===== config.mk =====
export PLATFORM = sky130hd
export DESIGN_NAME = ld_st_iq_age_scheduler
export DESIGN_NICKNAME = d
export VERILOG_FILES = /design/src/rtl/ld_st_iq_age_scheduler.sv
export SDC_FILE = /design/constraint.sdc
export NUM_CORES = 1
export LEC_CHECK = 0
export ABC_AREA = 1
export ABC_CLOCK_PERIOD_IN_PS = 2000
export BUFFER_PORTS_ARGS = -buffer_cell sky130_fd_sc_hd__buf_2
export CORE_MARGIN = 2
export CORE_UTILIZATION = 56
export CTS_CLUSTER_SIZE = 20
export DETAILED_ROUTE_END_ITERATION = 10
export GPL_TIMING_DRIVEN = 0
export HOLD_SLACK_MARGIN = 0.05
export PLACE_DENSITY = 0.82
export RECOVER_POWER = 25
export SLEW_MARGIN = 25
export SYNTH_ARGS = -nofsm -noshare
export SYNTH_HDL_FRONTEND = slang
export SYNTH_SLANG_ARGS = --single-unit

===== constraint.sdc =====
create_clock -name clk -period 2 [get_ports clk]
set_clock_uncertainty 0.15 [all_clocks]
set_input_delay 0.1 -clock clk [delete_from_list [all_inputs] [get_ports clk]]
set_output_delay 0.1 -clock clk [all_outputs]
set_load 0.01 [all_outputs]

===== src/rtl/ld_st_iq_age_scheduler.sv =====
// ld_st_iq_age_scheduler: allocation and age-ordered issue control for the
// load/store issue queue. An age matrix orders resident entries; free entries
// are allocated lowest-index first and one eligible entry is selected per cycle.
// Optional macro LDST_OOO_LOAD_EN lets loads bypass older non-store entries;
// without it, issue is strictly in order.
module ld_st_iq_age_scheduler #(
    parameter int unsigned QUEUE_DEPTH = 4
) (
    input  logic                             clk,
    input  logic                             rst,
    input  logic                             dispatch_valid,
    input  logic                             dispatch_is_store,
    output logic                             dispatch_ready,
    input  logic [QUEUE_DEPTH-1:0]           rs_queue_valid_bits,
    input  logic [QUEUE_DEPTH-1:0]           rs_ready_bits,
    output logic                             rs_station_wen,
    output logic [$clog2(QUEUE_DEPTH)-1:0]   rs_station_waddr,
    output logic [$clog2(QUEUE_DEPTH)-1:0]   rs_station_raddr,
    output logic                             rs_station_complete,
    output logic                             issue_valid,
    input  logic                             issue_ready,
    output logic [$clog2(QUEUE_DEPTH):0]     occupancy
);

    localparam int unsigned AW = $clog2(QUEUE_DEPTH);

    // older[i][j] = 1 means entry j is older than entry i
    logic [QUEUE_DEPTH-1:0] older [QUEUE_DEPTH];
    logic [QUEUE_DEPTH-1:0] is_st;

    logic [QUEUE_DEPTH-1:0] free;
    logic [QUEUE_DEPTH-1:0] has_older_valid;
    logic [QUEUE_DEPTH-1:0] has_older_store;
    logic [QUEUE_DEPTH-1:0] eligible;
    logic                   waddr_found;

    // Age matrix and store flags: a new entry is younger than every valid entry
    always_ff @(posedge clk) begin
        if (rst) begin
            for (int unsigned i = 0; i < QUEUE_DEPTH; i++) begin
                older[i] <= '0;
            end
            is_st <= '0;
        end else if (rs_station_wen) begin
            for (int unsigned i = 0; i < QUEUE_DEPTH; i++) begin
                if (AW'(i) != rs_station_waddr) begin
                    older[i][rs_station_waddr] <= 1'b0;
                end
            end
            older[rs_station_waddr] <= rs_queue_valid_bits
                                       & ~(QUEUE_DEPTH'(1) << rs_station_waddr);
            is_st[rs_station_waddr] <= dispatch_is_store;
        end
    end

    // Allocation: lowest free index, occupancy popcount
    always_comb begin
        free             = ~rs_queue_valid_bits;
        dispatch_ready   = |free;
        rs_station_wen   = dispatch_valid & dispatch_ready;
        rs_station_waddr = '0;
        waddr_found      = 1'b0;
        occupancy        = '0;
        for (int unsigned i = 0; i < QUEUE_DEPTH; i++) begin
            if (free[i] && !waddr_found) begin
                rs_station_waddr = AW'(i);
                waddr_found      = 1'b1;
            end
            occupancy = occupancy + (AW+1)'(rs_queue_valid_bits[i]);
        end
    end

    // Eligibility: age comparisons are always masked by current valid bits
    always_comb begin
        for (int unsigned i = 0; i < QUEUE_DEPTH; i++) begin
            has_older_valid[i] = |(older[i] & rs_queue_valid_bits);
            has_older_store[i] = |(older[i] & rs_queue_valid_bits & is_st);
`ifdef LDST_OOO_LOAD_EN
            eligible[i] = rs_queue_valid_bits[i] & rs_ready_bits[i] &
                          (is_st[i] ? ~has_older_valid[i] : ~has_older_store[i]);
`else
            // older-store term is a subset of older-valid, so this is plain in-order
            eligible[i] = rs_queue_valid_bits[i] & rs_ready_bits[i] &
                          ~(has_older_valid[i] | has_older_store[i]);
`endif
        end
    end

    // Selection: oldest eligible entry (no eligible entry older than it)
    always_comb begin
        issue_valid         = |eligible;
        rs_station_raddr    = '0;
        for (int unsigned i = 0; i < QUEUE_DEPTH; i++) begin
            if (eligible[i] && !(|(older[i] & eligible))) begin
                rs_station_raddr = AW'(i);
            end
        end
        rs_station_complete = issue_valid & issue_ready;
    end

endmodule


**Word level (Yosys, flattened, before mapping)**

Memory sizes are Yosys's and may differ from the RTL's.
Index checks and enable logic that the tools add are counted.

- Memories: 1
- Bits in registers: 4
- Word-level logic and storage cells: 135
- Memory bits (writable): 16
- Bits of input ports: 13
- Output and inout bits: 11

- Multiplexer cells: 49
- Bitwise operators: 48
- Shifts and indexed selects: 1
- $add $sub $neg: 3
- Reduce and logical (&&, ||, !) cells: 27
- Equality and inequality tests: 3
- Magnitude comparators: 2

Memory list:

| name | words | width | read ports | clocked after Yosys merged registers in | write ports | line | text |
|---|---|---|---|---|---|---|---|
| older | 4 | 4 | 4 | 0 | 5 | 28 | `logic [QUEUE_DEPTH-1:0] older [QUEUE_DEPTH];` |

Operator list:

| kind | number |
|---|---|
| $reduce_or 4->1 | 13 |
| $and 4x4->4 | 12 |
| $mux 1 | 39 |
| $or 1x1->1 | 20 |
| $mux 4 | 4 |
| $and 1x1->1 | 10 |
| $mux 2 | 4 |
| $not 4->4 | 2 |
| $logic_and 1x1->1 | 7 |
| $logic_not 1->1 | 6 |
| $bwmux 4 | 1 |
| $ne 2x2->1 const A | 2 |
| $not 1->1 | 4 |
| $shl 1x2->4 const A | 1 |
| $add 2x1->3 | 1 |
| $add 3x1->3 | 1 |
| $lt 2x3->1 const B | 1 |
| $add 1x1->2 | 1 |
| $demux 1 s2 | 1 |
| $ge 2x1->1 const B | 1 |
| $ne 1x2->1 const A | 1 |
| $reduce_bool 2->1 | 1 |

**Logic depth before layout (Yosys ltp)**

- Depth after elaboration: 17
- Mapped depth: 8
- Depth with buffers taken out: 8

**Worst setup path after synthesis**

Ideal clock, no wire load.

- Path kind: input port to output port
- Start: input port rs_queue_valid_bits[0]
- End: output port occupancy[1]
- Path buffers: 0
- Setup slack: 576 ps
- Data arrival time: 1174 ps
- Cell stages on the path: 5
- Data required time: 1750 ps
- Path through: inv_1 fa_1 inv_1 ha_1 ha_1

- Cells in the longest elaborated chain, start to end: 3

RTL lines:

| what | line | text |
|---|---|---|
| from (decl) | 14 | `input logic [QUEUE_DEPTH-1:0] rs_queue_valid_bits,` |
| $add 1x1->2 | 69 | `occupancy = occupancy + (AW+1)'(rs_queue_valid_bits[i]);` |
| $add 2x1->3 | 69 |  |
| $add 3x1->3 | 69 |  |
| to (decl) | 22 | `output logic [$clog2(QUEUE_DEPTH):0] occupancy` |

Every way passes these cells.

**Worst setup path in the final report**

Same ends and word-level chain as after synthesis.

==> summary.txt <==
Outcome
  – Status: finished, final reports clean

STA
  – Final Cycle Share: 0.889
  – RSZ-0062 raised after global routing: no
  – Slew Limit Fails: 0
  – Final setup violation count: 0
  – Final setup TNS: 0 ns
  – Max Clock Freq: 562 MHz
  – Final Hold Vio Count: 0
  – Min Clock Period, post-route: 1.78 ns

Flow run
  – Max-cap violation count: 0

Drt
  – Routed WL per cell: 11.0 um
  – DRT Wirelength: 1.97 mm
  – WL met3: 203 um
  – Initial DRT Pass Iterations: 4
  – Vias per inst: 4.98
  – DRC violations left: 0
  – DRT iter0 DRCs: 30
  – Met2 WL: 1.05 mm
  – Highest metal used: met4
  – ANT nets after route: 0
  – Met1 WL: 677 um
  – Detailed-route via count: 892

Die
  – Std-Cell Rows: 15
  – Die width: 47.6 um
  – Die height: 47.6 um
  – Ports: 24
  – Core ar.: 1760 um^2
  – Starting Density: 0.602
  – Die ar.: 2260 um^2

Power
  – Comb power frac: 0.218
  – LEAKAGE: 0.655 nW
  – Pwr/cell area: 591 nW/um^2
  – Sw power: 0.000195 W
  – Max IR drop VDD: 0.316 mV
  – P_int: 0.000524 W
  – Clock group share of total power: 0.218
  – Sequential power share: 0.564
  – Sw Share: 0.271

Yosys
  – Synth Register Bits: 16
  – Ys Warns: 0
  – Syn avg cell area: 8.50 um^2
  – Simple-gate share of the synthesized area: 0.375
  – Synth Area in Compound Gates: 0.00942
  – Area leader, netlist: edfxtp_1
  – Mux cell area share after synthesis: 0
  – Post-Syn Instances: 125
  – Syn Std Cell Area: 1060 um^2
  – Number of synthesized flops with an enable pin: 16
  – Most instantiated library cell after synthesis: nand2_1
  – Post-synthesis adder-cell area fraction: 0.0777
  – Largest cells by area after synthesis: edfxtp_1, nand2_1, nor2_1
  – Largest family of logic cells by synthesized area: simple AND/OR/NAND/NOR gates
  – Sequential-to-total area share from yosys stat: 0.452
  – Synth top cells by count: nand2_1, nor2_1, edfxtp_1, inv_1
  – Ys flop type: edfxtp_1
  – Top-area cell type share of the netlist area: 0.452
  – Synth unique cells: 17
  – Synth Area in XOR/XNOR: 0
  – Post-synth ARST share: 0

Finish
  – Antenna diodes: 0
  – Largest regs: older x16
  – Post-layout net count: 175
  – Fraction of layout cells with a size suffix above 1: 0.253
  – Number of flip-flops in the largest register: 16
  – Largest Register: older
  – Area delta synth->final: 14.5%
  – Number of fill cells: 156
  – Non-Filler Instances: 179

Clock network
  – # resized after CTS: 0
  – Clk sink count: 16
  – Setup repair bufs after CTS: 0
  – Clock Pin Slew Worst Setup and Hold Paths: 0.08 ns
  – CTS hold repair buffers: 1
  – CTS Root Cell: clkbuf_4
  – Max Buffers Root-to-Sink: 2
  – Cts bufs inserted: 3
  – Clock H-tree levels: 1
  – CTS tree: built

Setup path
  – Worst endpoint required time: 1.75 ns
  – CP max FO: 8
  – CP arrival: 1.53 ns
  – Nature of the critical path endpoint: output pin
  – Worst setup path class: primary input to output pin
  – Critical path launch point type: primary input

Global routing
  – Largest net degree at the start of global routing: 10
  – Total global-route track usage: 0.208
  – GRT overflow: 0
  – Initial antenna violation count: 0
  – First-pass GRT wire length: 3.23 mm
  – Vias in the first global route: 814

Placed design
  – Placed insts: 175
  – DP Wirelength: 1.58 mm
  – IO Port Bufs: 22
  – GPL Wtd Cong: 0.886

Worst hold path
  – Worst hold path class: primary input to register
[critical path, cell delays in order]
cell and delay [ns]:
buf_2 0.18, inv_1 0.10, fa_1 0.53, inv_1 0.04, ha_1 0.17, ha_1 0.26
buf_2 0.14
[power groups by stage]
stage / combinational (W) / sequential, W / clock [W]
after floorplan: 0.000108 / 0.000412 / 0
after global placement: 0.000157 / 0.000413 / 0
after detailed placement: 0.000163 / 0.000414 / 0
after CTS: 0.000165 / 0.000406 / 0.000160
after global routing: 0.000178 / 0.000409 / 0.000166
final: 0.000157 / 0.000406 / 0.000157
[placed cells by master, fill, tap and decap left out, types with 2 or more instances in the layout]
| cell | instances |
|---|---|
| edfxtp_1 | 16 |
| buf_2 | 21 |
| nand3_1 | 7 |
| o21ai_0 | 2 |
| inv_4 | 2 |
| nor2_1 | 19 |
| ha_1 | 5 |
| conb_1 | 4 |
| inv_1 | 16 |
| nand2_4 | 4 |
| nor2_4 | 3 |
| clkbuf_4 | 3 |
| nand2_2 | 2 |
| inv_2 | 3 |
| nand2_1 | 41 |
[kinds of logic after synthesis]
logic type                 after synthesis
DFF                                     16
other                                    1
buffers and inverters                   22
adders and majority gates                6
AOI/OAI and AO/OA                        2
and+or+nand+nor                         78
[metrics by stage]
| stage | util | total power, W | hold slack [ns] | area [um^2] | worst slack, ns |
|---|---|---|---|---|---|
| after detailed placement | 0.689 | 0.000577 | 0.309 | 1210 | 0.210 |
| after global placement | 0.689 | 0.000570 | 0.309 | 1210 | 0.230 |
| final | 0.689 | 0.000719 | 0.152 | 1220 | 0.221 |
| after floorplan | - | 0.000519 | 0.137 | 1070 | 0.576 |
| after global routing | 0.689 | 0.000753 | 0.154 | 1220 | 0.139 |
| after CTS | 0.707 | 0.000731 | 0.146 | 1250 | 0.203 |
[routing by layer]
layer  vias up  track usage
li1        445            -
met1       393        0.238
met2        50        0.376
met3         4       0.0113
met4         0        0.135
met5         -            0
[worst paths after layout]
kind                  endpoint  depth (start not counted)              startpoint
hold / removal     older[1][2]                          3  rs_queue_valid_bits[2]
setup / recovery  occupancy[1]                          7  rs_queue_valid_bits[0]
[area by class of cell]
cell class / count / area, um^2 / share of cell area
Timing Repair Buffer: 23 / 119 / 0.0977
Inverter: 22 / 87.6 / 0.0720
Sequential cell: 16 / 480 / 0.395
Tap cell: 25 / 31.3 / 0.0257
Multi-Input combinational cell: 90 / 475 / 0.391
Clock buffer: 3 / 22.5 / 0.0185
(Power assumes the default switching activity.)
